$ cat src/rtl/deserializer_if.sv
// deserializer_if: parallel word handshake from deserializer to consumer
//   data_o     assembled word, first sampled bit in the MSB
//   valid_o    data_o holds an unconsumed word
//   ready_i    consumer accepts data_o when valid_o && ready_i
//   overrun_o  sticky, a word was overwritten before it was accepted
interface deserializer_if #(
  parameter int WORD_LENGTH = 16
);
  logic [WORD_LENGTH-1:0] data_o;
  logic                   valid_o;
  logic                   ready_i;
  logic                   overrun_o;
  modport master (output data_o, valid_o, overrun_o, input ready_i);
  modport slave  (input data_o, valid_o, overrun_o, output ready_i);
endinterface

$ cat src/rtl/deserializer.sv
// deserializer: PDM microphone receiver, bit clock generation and MSB-first word assembly
//   clock_i      system clock, all logic on its rising edge
//   reset_n_i    asynchronous active-low reset
//   enable_i     run when high, synchronous clear when low (data_o holds)
//   pdm_data_i   microphone data line
//   pdm_clock_o  microphone bit clock, period 2*HALF system cycles
//   out_if       word handshake (data_o, valid_o, ready_i, overrun_o)
// Define DESERIALIZER_SYNC_EN to put a two-flop synchronizer on pdm_data_i.
module deserializer #(
  parameter int WORD_LENGTH        = 16,
  parameter int SYSTEM_FREQUENCY   = 100000000,
  parameter int SAMPLING_FREQUENCY = 1000000
) (
  input  logic clock_i,
  input  logic reset_n_i,
  input  logic enable_i,
  input  logic pdm_data_i,
  output logic pdm_clock_o,
  deserializer_if.master out_if
);
  localparam int HALF = (SYSTEM_FREQUENCY / SAMPLING_FREQUENCY) / 2;
  localparam int DW   = (HALF > 2) ? $clog2(HALF) : 1;
  localparam int BW   = (WORD_LENGTH > 2) ? $clog2(WORD_LENGTH) : 1;
  if (HALF < 2) begin : g_half_check
    $error("deserializer: SYSTEM_FREQUENCY/SAMPLING_FREQUENCY must be at least 4");
  end
  logic [DW-1:0]          div_q, div_d;
  logic                   pclk_q, pclk_d;
  logic [BW-1:0]          bcnt_q, bcnt_d;
  logic [WORD_LENGTH-1:0] shift_q, shift_d;
  logic                   load_q, load_d;
  logic [WORD_LENGTH-1:0] data_q, data_d;
  logic                   valid_q, valid_d;
  logic                   ovr_q, ovr_d;
  logic                   div_wrap, strobe, sample_bit;
`ifdef DESERIALIZER_SYNC_EN
  logic [1:0] sync_q, sync_d;
  assign sync_d     = enable_i ? {sync_q[0], pdm_data_i} : 2'b00;
  assign sample_bit = sync_q[1];
  always_ff @(posedge clock_i or negedge reset_n_i) begin
    if (!reset_n_i) sync_q <= 2'b00;
    else            sync_q <= sync_d;
  end
`else
  assign sample_bit = pdm_data_i;
`endif
  assign div_wrap = div_q == DW'(HALF - 1);
  // sampling happens on the rising toggle of the bit clock
  assign strobe   = div_wrap && !pclk_q;
  always_comb begin
    div_d   = div_wrap ? '0 : div_q + DW'(1);
    pclk_d  = pclk_q ^ div_wrap;
    shift_d = strobe ? {shift_q[WORD_LENGTH-2:0], sample_bit} : shift_q;
    bcnt_d  = !strobe ? bcnt_q : (bcnt_q == BW'(WORD_LENGTH - 1)) ? '0 : bcnt_q + BW'(1);
    // word complete flag; the full shift register is transferred one edge later
    load_d  = strobe && (bcnt_q == BW'(WORD_LENGTH - 1));
    data_d  = (load_q && enable_i) ? shift_q : data_q;
    // a fresh word keeps valid high even when the old one is accepted on the same edge
    valid_d = load_q || (valid_q && !out_if.ready_i);
    ovr_d   = ovr_q || (load_q && valid_q && !out_if.ready_i);
    if (!enable_i) begin
      div_d   = '0;
      pclk_d  = 1'b0;
      shift_d = '0;
      bcnt_d  = '0;
      load_d  = 1'b0;
      valid_d = 1'b0;
      ovr_d   = 1'b0;
    end
  end
  always_ff @(posedge clock_i or negedge reset_n_i) begin
    if (!reset_n_i) begin
      div_q   <= '0;
      pclk_q  <= 1'b0;
      bcnt_q  <= '0;
      shift_q <= '0;
      load_q  <= 1'b0;
      data_q  <= '0;
      valid_q <= 1'b0;
      ovr_q   <= 1'b0;
    end else begin
      div_q   <= div_d;
      pclk_q  <= pclk_d;
      bcnt_q  <= bcnt_d;
      shift_q <= shift_d;
      load_q  <= load_d;
      data_q  <= data_d;
      valid_q <= valid_d;
      ovr_q   <= ovr_d;
    end
  end
  assign pdm_clock_o      = pclk_q;
  assign out_if.data_o    = data_q;
  assign out_if.valid_o   = valid_q;
  assign out_if.overrun_o = ovr_q;
endmodule
$ cat src/flat_wrapper.sv
// flat-port wrapper written by rule: the top's interface ports become plain ports
module deserializer_flat 
#(
  parameter int WORD_LENGTH        = 16,
  parameter int SYSTEM_FREQUENCY   = 100000000,
  parameter int SAMPLING_FREQUENCY = 1000000
)
  (clock_i, reset_n_i, enable_i, pdm_data_i, pdm_clock_o, out_if_data_o, out_if_valid_o, out_if_overrun_o, out_if_ready_i);
  deserializer_if #(.WORD_LENGTH(WORD_LENGTH)) out_if_i ();
  input  logic clock_i;
  input  logic reset_n_i;
  input  logic enable_i;
  input  logic pdm_data_i;
  output logic pdm_clock_o;
  output wire logic [$bits(out_if_i.data_o)-1:0] out_if_data_o;
  output wire logic [$bits(out_if_i.valid_o)-1:0] out_if_valid_o;
  output wire logic [$bits(out_if_i.overrun_o)-1:0] out_if_overrun_o;
  input wire logic [$bits(out_if_i.ready_i)-1:0] out_if_ready_i;
  assign out_if_data_o = out_if_i.data_o;
  assign out_if_valid_o = out_if_i.valid_o;
  assign out_if_overrun_o = out_if_i.overrun_o;
  assign out_if_i.ready_i = out_if_ready_i;
  deserializer #(.WORD_LENGTH(WORD_LENGTH), .SYSTEM_FREQUENCY(SYSTEM_FREQUENCY), .SAMPLING_FREQUENCY(SAMPLING_FREQUENCY)) u_core (.clock_i(clock_i), .reset_n_i(reset_n_i), .enable_i(enable_i), .pdm_data_i(pdm_data_i), .pdm_clock_o(pdm_clock_o), .out_if(out_if_i));
endmodule
$ cat config.mk
export PLATFORM = sky130hd
export DESIGN_NAME = deserializer_flat
export DESIGN_NICKNAME = d
export VERILOG_FILES = /design/src/rtl/deserializer_if.sv /design/src/rtl/deserializer.sv /design/src/flat_wrapper.sv
export SDC_FILE = /design/constraint.sdc
export NUM_CORES = 1
export LEC_CHECK = 0
export ABC_CLOCK_PERIOD_IN_PS = 3140
export CORE_MARGIN = 2
export CORE_UTILIZATION = 35
export CTS_CLUSTER_SIZE = 10
export DETAILED_ROUTE_END_ITERATION = 10
export GPL_TIMING_DRIVEN = 0
export HOLD_SLACK_MARGIN = 0.06
export PLACE_DENSITY_LB_ADDON = 0.05
export SLEW_MARGIN = 0
export SYNTH_ARGS = -nofsm -noshare
export SYNTH_HDL_FRONTEND = slang
export SYNTH_SLANG_ARGS = --single-unit
$ cat constraint.sdc
create_clock -name clock_i -period 3.14 [get_ports clock_i]
set_clock_uncertainty 0.1 [all_clocks]
set_input_delay 0.628 -clock clock_i [delete_from_list [all_inputs] [get_ports clock_i]]
set_output_delay 0.628 -clock clock_i [all_outputs]
set_load 0.05 [all_outputs]
==> impl_metrics.toml, run 1 <==
[power_and_ir_drop]
sw_frac_of_total_pct = 20.5
internal-power_w = 0.000846
p_clk_share_pct = 40.6
switching_power_w = 0.000218
p_total_w = 0.00106
combPwrFrac_pct = 3.3
p_leak_nw = 1.06
ir_drop_mv = 0.191
seqPwrFrac_pct = 56.2
power_density_nw_per_um2 = 444

[synthesis]
ys_ff_latch = 46
ys_warn_count = 0
netlist_area_um2 = 1950
synthFlopType = "dfrtp_1"
avgSynthCellArea_um2 = 13.5
ys_top_cells_by_area = "dfrtp_1 59%, mux2i_1 8.7%, mux2_4 7.7%"
yosysTopAreaCellShare_pct = 59.0
ys_seq_area_share_pct = 59.0
synth_fp_nets = 154
synth-edff-count = 0
synth_top_area_cell = "dfrtp_1"
async_flop_share_pct = 100
syn_inst = 145
synthDistinctLibCells = 27

[sta]
setup_viol = 0
clock.fmax_mhz = 457
maxSlewHeadroom_pct = 66.1
slew_viol_final = 0
period_share_pct = 69.6
hold_viol_final = 0
tightest_slew_ns = 0.507
finalCriticalPeriod_ns = 2.19
setup_tns_ns = 0
rsz0062_at_grt = "false"

[setup_path]
max_stage_delay_ns = 0.80
path_class = "flop to output pin"
required_ns = 2.41
cp.buffers_inverters = 1
cp_cell_sequence = "clkdlybuf4s50_1"
cp_slowest_cell = "clkdlybuf4s50_1"
arrival_ns = 1.46
crit_fanout = 2
crit_family = "buffers and inverters"
start_kind = "flop"
end_kind = "output pin"

[run_status]
outcome = "finished clean"

[final_layout]
area_delta_synth_final_pct = 22.8
drive_gt1_share_pct = 16.4
n_antenna_cell = 0
nNetsFinal = 185

[detailed_routing]
dr_total_vias = 1122
drt_first_iter_violations = 43
detail_route.wl_per_cell_um = 12.9
via_per_inst = 4.51
ant_nets = 0
firstDrtPassIters = 4
wl_um = 3200
route.detailed.drc = 0

[clocking]
cts-buffers-inserted = 5
tritoncts = "done"
postCtsSetupBuffers = 0
ctsResizeCount = 0
htree_levels = 2
clk_latency_ns = 0.29
postCtsHoldBufs = 0
clockBufferDepth = 2
cts-root-buf = "clkbuf_8"
numClockSinks = 46
cts.reportedPaths.clkPinSlew_ns = 0.08

[global_route]
grt_overflow = 0
grt_max_degree = 40
grt_pass1_wl_um = 5800
grt_pass1_vias = 1228
antenna_found_initial = 0
grt_use_total_pct = 12.2

[die]
die_area_um2 = 6190
core_area_um2 = 5440
initial_core_util_pct = 35.9
die-width_um = 78.7
die_h_um = 78.7
pin_count = 24
rows = 27

[placed_design]
hpwlAfterDp_um = 2220
io_buffers = 23
gp_congestion = 0.674

[job]
cap_violations = 0

[min_path]
hold_class = "input port to async pin"
[cells by family (layout without fill, tap and decap cells)]
| kind of cell | after synthesis | in the layout | synth area share (%) |
|---|---|---|---|
| DFF | 46 | 46 | 59.0 |
| and+or+nand+nor | 41 | 41 | 11.9 |
| muxes | 33 | 33 | 19.9 |
| AOI/OAI and AO/OA | 9 | 9 | 2.82 |
| buffers and inverters | 8 | 40 | 2.05 |
| adders and majority gates | 4 | 4 | 2.56 |
| xor gates and xnor gates | 4 | 4 | 1.80 |
[layout by cell type, fill, tap and decap left out, drive strengths merged, types with 2 or more instances in the layout]
| cell type | instances |
|---|---|
| xnor2 | 2 |
| buf | 5 |
| nor2 | 7 |
| mux2i | 17 |
| nor2b | 20 |
| nand2 | 5 |
| mux2 | 16 |
| dfrtp | 46 |
| ha | 4 |
| nand3 | 4 |
| clkdlybuf4s50 | 22 |
| xor2 | 2 |
| clkbuf | 8 |
| a21oi | 3 |
| inv | 3 |
| o21ai | 3 |
[sequential cells by signal (all words and copies together) (netlist names)]
signal and count:
u_core.out_if.overrun_o 1, u_core.div_q 6, u_core.out_if.data_o 16, u_core.pdm_clock_o 1, u_core.bcnt_q 4, u_core.out_if.valid_o 1
u_core.load_q 1, u_core.shift_q 16
[cell type report]
| cell class | count | area [um^2] |
|---|---|---|
| buffer | 5 | 28.8 |
| clock buffer | 6 | 72.6 |
| clock inverter | 2 | 37.5 |
| fill | 503 | 3040 |
| inverter | 3 | 11.3 |
| multi-input combinational | 91 | 761 |
| sequential | 46 | 1150 |
| tap | 72 | 90.1 |
| timing repair buffer | 24 | 245 |
[Yosys cell counts (3+ instances only)]
cell type and n:
dfrtp_1 46, nor2b_1 20, a21oi_1 3, mux2_4 10
mux2i_1 17, ha_1 4, mux2_2 6, nor2_1 7
inv_1 3, nand2_1 4, nand3_1 4
[stage by stage]
stage | cell area (um^2) | hold WS (ns) | cells | setup slack, ns | utilization [%]
after floorplan | 1950 | 0.232 | 145 | 1.41 | -
after global placement | 2270 | 0.378 | 240 | 0.0772 | 41.8
after detailed placement | 2290 | 0.392 | 241 | 0.899 | 42.1
after CTS | 2400 | 0.0666 | 249 | 0.929 | 44.1
after global routing | 2400 | 0.0663 | 249 | 0.876 | 44.1
final | 2400 | 0.0658 | 249 | 0.954 | 44.1
[power groups by stage]
stage	registers (W)	logic (W)	clock network, W
2_1_floorplan	0.000609	0.0000119	0
3_3_place_gp	0.000610	0.0000327	0
3_5_place_dp	0.000610	0.0000361	0
4_1_cts	0.000598	0.0000363	0.000450
5_1_grt	0.000599	0.0000396	0.000485
6_report	0.000598	0.0000347	0.000432
[worst paths after layout]
| kind | slack (ns) | start | cells after the start | end |
|---|---|---|---|---|
| max | 0.95 | u_core.out_if.data_o[15]$_DFFE_PN0P_ | 1 | out_if_data_o[15] |
| min | 0.07 | reset_n_i | 1 | u_core.out_if.data_o[14]$_DFFE_PN0P_ |
| max reg2reg | 1.24 | u_core.div_q[1]$_DFF_PN0_ | 9 | u_core.bcnt_q[2]$_DFFE_PN0P_ |
| min reg2reg | 0.40 | u_core.div_q[0]$_DFF_PN0_ | 1 | u_core.div_q[0]$_DFF_PN0_ |
| max in group asynchronous | 2.41 | reset_n_i | 2 | u_core.out_if.data_o[7]$_DFFE_PN0P_ |
| min in group clock_i | 0.40 | u_core.div_q[0]$_DFF_PN0_ | 1 | u_core.div_q[0]$_DFF_PN0_ |
[layer usage]
metal	global-route usage, %	share of wire [%]
met1	14.1	45
met2	20.8	49
met3	4.25	4.5
met4	4.74	1.6
met5	0	0
(Power assumes the default switching activity.)
==> run 2, diff against run 1 <==
--- a/config.mk
+++ b/config.mk
@@ -5,7 +5,7 @@
 export SDC_FILE = /design/constraint.sdc
 export NUM_CORES = 1
 export LEC_CHECK = 0
-export ABC_CLOCK_PERIOD_IN_PS = 3140
+export ABC_CLOCK_PERIOD_IN_PS = 1770
 export CORE_MARGIN = 2
 export CORE_UTILIZATION = 35
 export CTS_CLUSTER_SIZE = 10
==> constraint.sdc (replaced) <==
create_clock -name clock_i -period 1.77 [get_ports clock_i]
set_clock_uncertainty 0.1 [all_clocks]
set_input_delay 0.354 -clock clock_i [delete_from_list [all_inputs] [get_ports clock_i]]
set_output_delay 0.354 -clock clock_i [all_outputs]
set_load 0.05 [all_outputs]
==> run 2 against run 1 <==
Die area is the same. Cell area grew 2.0%. Combinational power grew 94%. Clock power grew 77%. Sequential cell count is the same. Register-to-register slack lost 1.2 ns. Worst setup slack lost 0.92 ns. Wire length grew 1.1%. Largest cell class unchanged. Largest power group unchanged.
==> impl_metrics.toml, run 2 (synthesis results as in run 1) <==
[sta]
slew_viol_final = 0
fin_ws_ns = 0.0336
maxSlewHeadroom_pct = 66.8
hold_viol_final = 0
rsz0062_at_grt = "true"
tightest_slew_ns = 0.500
finalCriticalPeriod_ns = 1.74
setup_viol = 0
clock.fmax_mhz = 576
period_share_pct = 98.1

[placed_design]
gp_congestion = 0.674
io_buffers = 23
post-place-ws_ns = -0.197
hpwlAfterDp_um = 2220

[setup_path]
crit_fanout = 5
required_ns = 1.86
arrival_ns = 1.83
cp_slowest_cell = "dfrtp_1"
path_class = "flop to flop"
end_kind = "flop"
rr_worst_depth = 9
cp_cell_sequence = "inv_1 -> ha_1 -> nand4b_1 -> nor2_1 -> ha_2 -> buf_6 -> buf_12 -> mux2i_1 -> nor2b_1"
max_stage_delay_ns = 0.40
start_kind = "flop"
rrSetupSlack_ns = 0.03
reg2reg_to = "u_core.shift_q[1]$_DFFE_PN0P_"
r2r-start = "u_core.div_q[1]$_DFF_PN0_"

[global_route]
grt_use_total_pct = 12.3
antenna_found_initial = 0
grt_pass1_wl_um = 5840
grt_max_degree = 40
grt_overflow = 0
grt_pass1_vias = 1231

[final_layout]
layout_commonest_cell = "dfrtp_1"
area_delta_synth_final_pct = 25.3
num-fill-cells = 508
mostFrequentLayoutCells = "46 x dfrtp_1, 20 x nor2b_1, 19 x dlygate4sd2_1"
n_antenna_cell = 0
fin_util_pct = 45.0
nNetsFinal = 189
drive_gt1_share_pct = 18.2

[detailed_routing]
firstDrtPassIters = 2
wl_um = 3240
route.detailed.drc = 0
via_per_inst = 4.49
drt_first_iter_violations = 27
dr_total_vias = 1135
ant_nets = 0
detail_route.wl_per_cell_um = 12.8

[clocking]
htree_levels = 2
cts.reportedPaths.clkPinSlew_ns = 0.08
tritoncts = "done"
numClockSinks = 46
clk_latency_ns = 0.29
clockBufferDepth = 2
cts-root-buf = "clkbuf_8"
cts-buffers-inserted = 5

[die]
rows = 27
die_area_um2 = 6190
core_area_um2 = 5440
die-width_um = 78.7
initial_core_util_pct = 35.9
pin_count = 24
die_h_um = 78.7

[power_and_ir_drop]
ir_drop_mv = 0.336
power_density_nw_per_um2 = 773
p_leak_nw = 1.18

[min_path]
hold_class = "input port to async pin"

[run_status]
outcome = "finished clean"

[job]
cap_violations = 0
[run 2: changes by cell type in the layout (fill, tap and decap cells not counted), sizes merged]
| cell | previous run | this run |
|---|---|---|
| dlygate4sd2 | 0 | 19 |
| clkdlybuf4s50 | 22 | 3 |
| buf | 5 | 8 |
| dlygate4sd3 | 0 | 1 |
[run 2: critical path, delay by kind of cell, from the launching register on]
family | cells | cell delay, ns
multiplexers | 1 | 0.18
buffers and inverters | 3 | 0.30
flip-flops | 1 | 0.40
adder cells (fa/ha/maj) | 2 | 0.36
AND/OR/NAND/NOR | 3 | 0.29
[run 2: what timing repair did]
action	CTS	global route
gates cloned	0	0
setup endpoints to repair	38	20
gates resized for setup	22	2
hold buffers	1	0
setup buffers	2	1
hold endpoints to repair	7	0
[run 2: cell type report]
| type | instances | area (um^2) | area share [%] |
|---|---|---|---|
| Sequential cell | 46 | 1150 | 47.1 |
| Multi-Input combinational cell | 91 | 763 | 31.2 |
| Timing Repair Buffer | 28 | 279 | 11.4 |
| Tap cell | 72 | 90.1 | 3.68 |
| Clock buffer | 6 | 72.6 | 2.97 |
| Buffer | 5 | 41.3 | 1.69 |
| Clock inverter | 2 | 37.5 | 1.53 |
| Inverter | 3 | 11.3 | 0.460 |
[run 2: per-stage QoR]
stage               instances  total power (W)  instance area, um^2  hold slack (ns)   TNS, ns
finish                    253          0.00189                 2450            0.328         0
global route              253          0.00199                 2450            0.338     -1.49
CTS                       252          0.00193                 2430            0.326  -0.00238
detailed placement        241          0.00115                 2290            0.118     -3.00
global placement          240          0.00114                 2270            0.378    -49.15
floorplan                 145          0.00110                 1950          -0.0416         0
[run 2: how the worst max path moves through the flow]
stage	from	endpoint	slack, ns
2_1_floorplan	u_core.div_q[1]$_DFF_PN0_	u_core.bcnt_q[2]$_DFFE_PN0P_	0.04
3_3_place_gp	reset_n_i	u_core.out_if.data_o[4]$_DFFE_PN0P_	-1.02
3_5_place_dp	enable_i	u_core.out_if.data_o[14]$_DFFE_PN0P_	-0.20
4_1_cts	u_core.div_q[1]$_DFF_PN0_	u_core.shift_q[15]$_DFFE_PN0P_	-0.002
5_1_grt	u_core.div_q[1]$_DFF_PN0_	u_core.shift_q[7]$_DFFE_PN0P_	-0.12
6_report	u_core.div_q[1]$_DFF_PN0_	u_core.shift_q[1]$_DFFE_PN0P_	0.03
[run 2: where the power goes]
group          switching (W)  internal, W  total (W)
combinational      0.0000387    0.0000286  0.0000673
clock               0.000341     0.000421   0.000763
sequential        0.00000525      0.00106    0.00106
total               0.000385      0.00151    0.00189
[run 2: routing by layer]
metal	GRT usage, %	vias to the layer above	share of wire, %
met5	0	-	0
met4	4.74	0	1.6
met3	4.02	5	4.0
met2	21.3	20	50
met1	13.9	555	45
li1	-	555	-
==> RTL change, RTL diff (flow settings as in run 2) <==
Build with the macro `DESERIALIZER_SYNC_EN` defined.
--- a/src/rtl/deserializer.sv
+++ b/src/rtl/deserializer.sv
@@ -6,6 +6,8 @@
 //   pdm_clock_o  microphone bit clock, period 2*HALF system cycles
 //   out_if       word handshake (data_o, valid_o, ready_i, overrun_o)
 // Define DESERIALIZER_SYNC_EN to put a two-flop synchronizer on pdm_data_i.
+`define DESERIALIZER_SYNC_EN
+
 module deserializer #(
   parameter int WORD_LENGTH        = 16,
   parameter int SYSTEM_FREQUENCY   = 100000000,
Function: same outputs for any inputs over 10 cycles, from zero or initial values and one cycle with reset_n_i low; that may be too few to reach the edited logic, so the function may still have changed.
==> RTL change against run 2 <==
  * The run now ends with setup timing left
  * Final area increased by 4.1%
  * Sequential cell count increased by 2
  * Clock power increased by 1%
  * Power increased by 3.3%
  * Count of clock-buffer cells in the layout unchanged
  * Fmax decreased by 2.5%
  * Wire length increased by 7.9%
  * Area after synthesis increased by 4.0%
  * Non-clock buffer count increased by 3
  * Final cell count increased by 2.4%
  * Setup slack got worse by 0.044 ns
  * Largest power group unchanged
==> RTL change: results <==
export IMPL_synth_compound_area_share_pct=2.59
export IMPL_grt_pass1_wl_um=5980
export IMPL_r2r_cells=8
export IMPL_dp_hpwl_um=2370
export IMPL_synth_fa_ha_area_share_pct=2.47
export IMPL_hold_path_class="in -> reg"
export IMPL_switching_share_pct=20.4
export IMPL_setup_violations=2
export IMPL_hold_slack_ns=0.276
export IMPL_p_clk_w=0.000772
export IMPL_first_global_vias=1273
export IMPL_synth_seq_area_share_pct=59.2
export IMPL_irDropWorstVdd_v=0.000289
export IMPL_n_fill_cell=524
export IMPL_violations="setup timing"
export IMPL_via_per_inst=4.60
export IMPL_port_buffer_count=22
export IMPL_wl_per_cell_um=13.5
export IMPL_gp_congestion=0.764
export IMPL_layout_cells_non_filler=259
export IMPL_drtIter0Drc=38
export IMPL_drive_above_1_share_pct=21.9
export IMPL_synthMuxAreaShare_pct=19.1
export IMPL_fin_ws_ns=-0.0102
export IMPL_netSwitchingPower_w=0.000399
export IMPL_cts_setup_buffers=5
export IMPL_crit_path_max_fanout=3
export IMPL_status="finished with violations"
export IMPL_p_leak_nw=1.26
export IMPL_dr_pass1_iters=4
export IMPL_yosys_area_share_xor_xnor_pct=2.16
export IMPL_syn_nets=158
export IMPL_p_comb_w=0.0000736
export IMPL_grt_usage_pct=12.3
export IMPL_finalSetupTns_ns=-0.0116
## RTL change: cell type report
class | instances | area [um2] | area share [%]
Sequential cell | 48 | 1200 | 47.2
Timing Repair Buffer | 30 | 287 | 11.2
Multi-Input combinational cell | 91 | 795 | 31.2
Inverter | 4 | 15.0 | 0.589
Buffer | 6 | 52.6 | 2.06
Clock inverter | 2 | 35.0 | 1.38
Tap cell | 72 | 90.1 | 3.54
Clock buffer | 6 | 72.6 | 2.85
## RTL change: routing by layer
| metal | up-vias | share of wire, % | routed length [um] | track usage (%) |
|---|---|---|---|---|
| met5 | - | 0 | 0 | 0 |
| met4 | 0 | 0.92 | 32 | 4.24 |
| met3 | 4 | 4.2 | 148 | 3.48 |
| met2 | 25 | 49 | 1730 | 20.0 |
| met1 | 588 | 45 | 1580 | 15.6 |
| li1 | 574 | - | - | - |
## RTL change: worst max-delay path, cell delays in order, from the launching register on
cell	delay, ns
dfrtp_1	0.38
inv_1	0.06
ha_2	0.16
nand4bb_1	0.13
nor2_1	0.12
ha_2	0.21
buf_8	0.12
nand2_1	0.08
o311a_1	0.30
## RTL change: path summary, 6_finish.rpt
kind	startpoint	to
worst max register to register	u_core.div_q[1]	u_core.bcnt_q[3]
worst max-delay path	u_core.div_q[1]	u_core.bcnt_q[3]
worst min register to register	u_core.sync_q[0]	u_core.sync_q[1]
worst min-delay path	enable_i	u_core.shift_q[4]
max in group asynchronous	reset_n_i	u_core.bcnt_q[2]
min in group asynchronous	reset_n_i	u_core.out_if.data_o[8]
## RTL change: kinds of logic (layout without fill, tap and decap cells)
family / count (synthesis) / count (layout)
multiplexers: 33 / 33
buffers and inverters: 10 / 48
AND/OR/NAND/NOR: 41 / 41
flip-flops: 48 / 48
AO/OA/AOI/OAI: 8 / 8
XOR/XNOR: 5 / 5
adder cells (fa/ha/maj): 4 / 4
